File: config.mk
export PLATFORM = sky130hd
export DESIGN_NAME = uart_rx_fifo
export DESIGN_NICKNAME = d
export VERILOG_FILES = /design/src/rtl/uart_rx_fifo.sv
export SDC_FILE = /design/constraint.sdc
export NUM_CORES = 1
export LEC_CHECK = 0
export CORE_MARGIN = 4
export CORE_UTILIZATION = 59
export CTS_BUF_LIST = sky130_fd_sc_hd__clkbuf_16
export CTS_CLUSTER_DIAMETER = 150
export DETAILED_ROUTE_END_ITERATION = 8
export GPL_TIMING_DRIVEN = 0
export PLACE_DENSITY = 0.79
export RECOVER_POWER = 50
export SLEW_MARGIN = 20
export SYNTH_ARGS = -nofsm -noshare
export SYNTH_HDL_FRONTEND = slang
export SYNTH_SLANG_ARGS = --single-unit
export TNS_END_PERCENT = 1
File: constraint.sdc
create_clock -name clk -period 3.5 [get_ports clk]
set_clock_uncertainty 0.15 [all_clocks]
set_input_delay 0.7 -clock clk [delete_from_list [all_inputs] [get_ports clk]]
set_output_delay 0.7 -clock clk [all_outputs]
set_load 0.02 [all_outputs]
File: src/rtl/uart_rx_fifo.sv
// uart_rx_fifo: byte FIFO behind a UART receiver with a sticky overflow flag
// and a saturating receive-error counter.
module uart_rx_fifo #(
   parameter int DEPTH    = 16,
   parameter int ERR_BITS = 8
) (
   input  logic                       clk,
   input  logic                       rst_n,
   input  logic                       i_received,
   input  logic [7:0]                 i_rx_byte,
   input  logic                       i_recv_error,
   input  logic                       i_rd_en,
   input  logic                       i_clear_flags,
   output logic [7:0]                 o_rd_data,
   output logic                       o_empty,
   output logic                       o_full,
   output logic [$clog2(DEPTH):0]     o_count,
   output logic                       o_overflow,
   output logic [ERR_BITS-1:0]        o_err_count
);
   localparam int AW = $clog2(DEPTH);
   localparam int CW = AW + 1;

   logic [7:0]          r_mem [DEPTH];
   logic [AW-1:0]       r_wr_ptr;
   logic [AW-1:0]       r_rd_ptr;
   logic [CW-1:0]       r_count;
   logic                r_overflow;
   logic [ERR_BITS-1:0] r_err_cnt;
   logic                w_byte;
   logic                w_pop;
   logic                w_push;
   logic                w_drop;

   assign o_empty     = r_count == '0;
   assign o_full      = r_count == CW'(DEPTH);
   assign o_count     = r_count;
   assign o_overflow  = r_overflow;
   assign o_err_count = r_err_cnt;
   assign o_rd_data   = o_empty ? 8'h00 : r_mem[r_rd_ptr];

   // An error strobe wins over a same-cycle byte strobe.
   assign w_byte = i_received & ~i_recv_error;
   assign w_pop  = i_rd_en & ~o_empty;
   assign w_push = w_byte & (~o_full | w_pop);
   assign w_drop = w_byte & o_full & ~w_pop;

   always_ff @(posedge clk) begin
      if (w_push) r_mem[r_wr_ptr] <= i_rx_byte;
   end

   always_ff @(posedge clk or negedge rst_n) begin
      if (!rst_n) begin
         r_wr_ptr   <= '0;
         r_rd_ptr   <= '0;
         r_count    <= '0;
         r_overflow <= 1'b0;
         r_err_cnt  <= '0;
      end else begin
         if (w_push) r_wr_ptr <= r_wr_ptr + AW'(1);
         if (w_pop) r_rd_ptr <= r_rd_ptr + AW'(1);
         r_count <= r_count + CW'(w_push) - CW'(w_pop);
         if (i_clear_flags) begin
            r_overflow <= 1'b0;
            r_err_cnt  <= '0;
         end else begin
            if (w_drop) r_overflow <= 1'b1;
            if (i_recv_error && r_err_cnt != '1) r_err_cnt <= r_err_cnt + ERR_BITS'(1);
         end
      end
   end
endmodule

==> Yosys cells after proc, flatten, opt, wreduce, memory -nomap -nowiden <==
Memories as Yosys holds them, arrays and structs flattened.
Index checks and enable logic that the tools add are counted.
{ "word_totals": {"ramBits": 128, "elab_cells": 34, "out_inout_bits": 24, "n_memories": 1, "latchBits": 0, "ff_bits": 22, "mem_bits_ro": 0, "inputBits": 14} }
{ "op_classes": {"eq_ne": 2, "n_shift": 0, "n_lt_le_gt_ge": 0, "muxes": 7, "div_mod_pow": 0, "n_bitwise": 10, "reduce_logical": 4, "addsub": 5, "mul": 0} }
{ "mem_list": {"columns": ["name", "words", "word_bits", "read_ports", "rd_clocked_by_memory_dff", "wr", "line_no", "source"], "rows": [
  ["r_mem", 16, 8, 1, 0, 1, "24", "logic [7:0] r_mem [DEPTH];"]
]} }
{ "op_table": {"columns": ["cell", "n"], "rows": [
  ["two-way mux 8 bit", 3],
  ["adder 4 x 1 -> 4 bit, second input constant", 2],
  ["adder 8 x 1 -> 8 bit, second input constant", 1],
  ["inequality test 8 bit, second input constant", 1],
  ["adder 5 x 1 -> 5 bit", 1],
  ["bitwise AND 1 bit", 5],
  ["equality test 5 bit, second input constant", 1],
  ["zero test 5 bit", 1],
  ["subtractor 5 x 1 -> 5 bit", 1],
  ["two-way mux 1 bit", 4],
  ["NOT 1 bit", 4],
  ["nonzero test 2 bit", 2],
  ["logical AND 1 bit", 1],
  ["OR 1 bit", 1]
]} }

==> Longest topological paths before layout <==
{ "logic_depth": {"ltp_word": 7, "mapped_depth": 13, "depth_no_buf": 13} }

==> Worst setup path after synthesis <==
Ideal clock, no wire load.
{ "synth_path": {"path_kind": "reg2reg", "startpoint": "register r_count[3], in the netlist o_count[3]", "endpoint": "register r_count[4], in the netlist o_count[4]", "required_ns": 3.270, "setup_time_ns": 0.080, "path_buffers": 0, "slack_ns": 0.633, "period_less_slack_ns": 2.867, "arrival_time_ns": 2.637, "stages_incl_launch_ff": 13, "cell_sequence": "dfrtp_1 > inv_1 > ha_1 > nor4b_4 > nor2_1 > o21ai_0 > ha_1 > inv_1 > fa_1 > inv_1 > a21oi_1 > o21bai_1 > xnor2_1"} }
{ "synth_between": {"elab_chain_len": 7, "elab_cells_between_ends": 9, "cone_classes": "add/sub (2); eq/ne (1); bitwise (5); reduce/logical (1)"} }
{ "synth_rtl": {"columns": ["item", "line_no", "source"], "rows": [
  ["start: declaration", "27", "logic [CW-1:0] r_count;"],
  ["start signal: assignment", "62", "r_count <= r_count + CW'(w_push) - CW'(w_pop);"],
  ["zero test 5 bit *", "35", "assign o_empty = r_count == '0;"],
  ["via o_empty", "15", "output logic o_empty,"],
  ["NOT 1 bit *", "44", "assign w_pop = i_rd_en & ~o_empty;"],
  ["bitwise AND 1 bit *", "44", null],
  ["OR 1 bit", "45", "assign w_push = w_byte & (~o_full | w_pop);"],
  ["bitwise AND 1 bit", "45", null],
  ["adder 5 x 1 -> 5 bit", "62", null],
  ["subtractor 5 x 1 -> 5 bit *", "62", null]
]} }
The timed path passes the listed nets; every way through them passes the cells marked *.
A chain may end at the register's enable or synchronous reset.

==> Final worst setup path <==
{ "layout_path": {"startpoint": "register r_rd_ptr[0]", "endpoint": "output o_rd_data[2]"} }
{ "layout_between": {"elab_chain_len": 2} }
{ "layout_rtl": {"columns": ["item", "line_no", "source"], "rows": [
  ["start: declaration", "26", "logic [AW-1:0] r_rd_ptr;"],
  ["start signal: assignment", "61", "if (w_pop) r_rd_ptr <= r_rd_ptr + AW'(1);"],
  ["memory read (16 x 8 bit)", null, null],
  ["two-way mux 8 bit", "40", "assign o_rd_data = o_empty ? 8'h00 : r_mem[r_rd_ptr];"],
  ["end: declaration", "14", "output logic [7:0] o_rd_data,"]
]} }
Every way passes these cells.

==> summary.md <==
| Metric | Value |
|---|---|
| Fmax | 293 MHz |
| Slew @ Worst Pin | 1.27 ns |
| Drt total wl | 12,700 um |
| CTS Root Cell | clkbuf_16 |
| Ys async rst share | 14.7% |
| Num CTS Buffers | 17 |
| Final Hold Viols | 0 |
| Area of the core | 0.0104 sq mm |
| Synth top area share | 60.7% |
| Vias in the first global route | 3,452 |
| Iteration-0 DRC Markers | 415 |
| CP max stage delay | 0.63 ns |
| Vias | 3,461 |
| Outcome | finished clean |
| Syn Nets | 370 |
| Worst-path clk slew | 0.06 ns |
| Gpl congestion | 0.791 |
| Skew-Pair Late Insertion Delay | 0.42 ns |
| Setup WS pre-CTS | 0.223 ns |
| Setup Viol. Count Final | 0 |
| Post-synthesis cell count | 344 |
| CTS max path bufs | 2 |
| Synthesized area per cell | 18.4 sq um |
| Final core occ | 71.9% |
| Seq/Total Area, Yosys | 69.4% |
| # rows | 37 |
| Congestion Overflow GR | 0 |
| Detailed-route DRC error count | 0 |
| Number of synthesized flops with an enable pin | 128 |
| H-Tree Depth | 4 |
| Critical path type | flip-flop to primary output |
| Post-synthesis cell area | 0.00633 sq mm |
| Crit-path cells | buf_6 -> buf_12 -> buf_6 -> mux4_1 -> mux2i_1 -> a211oi_1 -> clkdlybuf4s15_1 |
| Net Sw Power | 0.00185 W |
| Die ar. | 0.0124 sq mm |
| Number of max-cap violations | 0 |
| Synthesis warning total | 0 |
| Biggest area consumer among synthesized cells | edfxtp_1 |
| Worst vdd ir | 0.482 mV |
| Final period utilization | 97.4% |
| Antenna cell count | 0 |
| Slew Viols, Final | 0 |
| Netlist cell types | 41 |
| Nets | 425 |
| Top cells by count, synth | 128 x edfxtp_1, 22 x dfrtp_1 |
| Die Ht | 112 um |
| Placed Cells | 516 |
| DR pass1 iterations | 5 |
| Seq pwr share | 37.1% |
| Slew margin rel. | 15.3% |
| Yosys reg bits | 150 |
| Pin count of the biggest net entering global routing | 23 |
| Hold/Removal Path Class | flip-flop to flip-flop |
| Clock power frac | 29.4% |
| Critical Path Slowest Stage Cell | mux4_1 |
| Setup TNS | 0 ns |
| Layout cells sized above 1 | 16.3% |
| Clock Sinks | 150 |
| Non-Filler Instances | 548 |
| CP required | 2.65 ns |
| Post-synth top flop | edfxtp_1 |
| Final min period | 3.41 ns |
| Post-CTS Setup Bufs | 0 |
| CTS tree | done |
| Unrepaired setup endpoints after global routing | yes |
| Area Overhead vs Synth | 17.8% |
| Sw Share | 30.9% |
| Post-DP HPWL | 7930 um |
| IO buf count | 36 |
| Final worst slack | 0.0920 ns |
| Routed WL per cell | 23.2 um |
| P_leak | 2.65 nW |
| Antenna violations before repair | 0 |
| Chip width | 112 um |
| Critical Path Fanout Max | 10 |
| Avg Vias per Cell | 6.32 |
| Combinational fraction of design power | 33.6% |
| Crit. End Element | primary output |
| Internal power | 0.00413 W |
| Starting Density | 61.0% |
| Gr usage total | 21.9% |
| Top-count cell post-synth | edfxtp_1 |
| Largest cells by area after synthesis | edfxtp_1 61%, dfrtp_1 8.7%, mux4_1 6.6% |
| Worst Path Arrival | 2.56 ns |
| Worst setup SP type | flip-flop |
| First-pass GRT wire length | 20,000 um |
| ANT nets after route | 0 |
| # IOs | 38 |
| Most frequent CP cell | buf_6 |
| P per Cell Area | 802 mW/mm^2 |
==> power by group through the flow <==
stage          sequential (W)  clock, W  combinational [W]
5_1_grt               0.00223   0.00187            0.00214
2_1_floorplan         0.00226         0            0.00133
3_5_place_dp          0.00224         0            0.00202
3_3_place_gp          0.00223         0            0.00196
4_1_cts               0.00222   0.00177            0.00200
6_report              0.00222   0.00176            0.00201
==> layout by cell type, fill, tap and decap left out, drive strengths merged, types with 10 or more instances in the layout <==
cell / count
a211oi: 16
buf: 13
clkbuf: 22
clkdlybuf4s50: 18
dfrtp: 22
edfxtp: 128
ha: 11
inv: 14
mux2i: 11
mux4: 32
nand2: 10
nor2: 16
==> cell families after synthesis <==
family | share of synthesized area (%)
XOR/XNOR | 1.80
adder cells (fa/ha/maj) | 2.49
buffers and inverters | 2.87
multiplexers | 14.3
flip-flops | 69.4
AO/OA/AOI/OAI | 3.34
AND/OR/NAND/NOR | 5.81
==> state kept, by name, indices dropped and copies added (netlist names) <==
register,count
o_count,5
o_err_count,8
o_overflow,1
r_mem,128
r_rd_ptr,4
r_wr_ptr,4
==> routing by layer <==
layer / up-vias / routed length [um] / track usage [%]
li1: 1488 / - / -
met4: 0 / 304 / 9.41
met2: 177 / 6070 / 33.5
met5: - / 0 / 0
met1: 1771 / 5450 / 31.2
met3: 25 / 913 / 4.24
==> what timing repair did <==
item | 4_1_cts | 5_1_grt
setup endpoints to repair | 8 | 6
pin swaps | 0 | 0
resized for setup | 12 | 6
hold buffers | 0 | 0
==> path summary, 6_finish.rpt <==
check                            start              to  slack (ns)  cells after the start
max in group asynchronous        rst_n      o_count[2]        2.06                      1
max reg2reg                 o_count[2]      o_count[4]        0.35                     12
min in group asynchronous        rst_n  o_err_count[5]        0.39                      1
min                         o_overflow      o_overflow        0.38                      2
min reg2reg                 o_overflow      o_overflow        0.38                      2
max                        r_rd_ptr[0]    o_rd_data[2]        0.09                      7
==> final cells by class <==
cell class                 count  area (sq um)
sequential                   150          4390
inverter                      12          45.0
buffer                        17           136
tap                          136           170
multi-input combinational    165          1790
clock inverter                15           146
clock buffer                  17           425
timing repair buffer          36           349
fill                         630          2910
==> worst max-delay path, delay by kind of cell (launching register included) <==
kind	cells	cell delay (ns)
buffers and inverters	4	0.85
AO/OA/AOI/OAI	1	0.10
multiplexers	2	0.80
flip-flops	1	0.38
==> stage by stage <==
step	power [W]	hold slack, ns	instance area [sq um]
finish	0.00598	0.379	7460
global route	0.00624	0.426	7460
CTS	0.00599	0.378	7460
detailed placement	0.00426	0.349	6870
global placement	0.00419	0.341	6860
floorplan	0.00359	0.254	6330
Note: power is estimated with default switching activity, not from simulation.
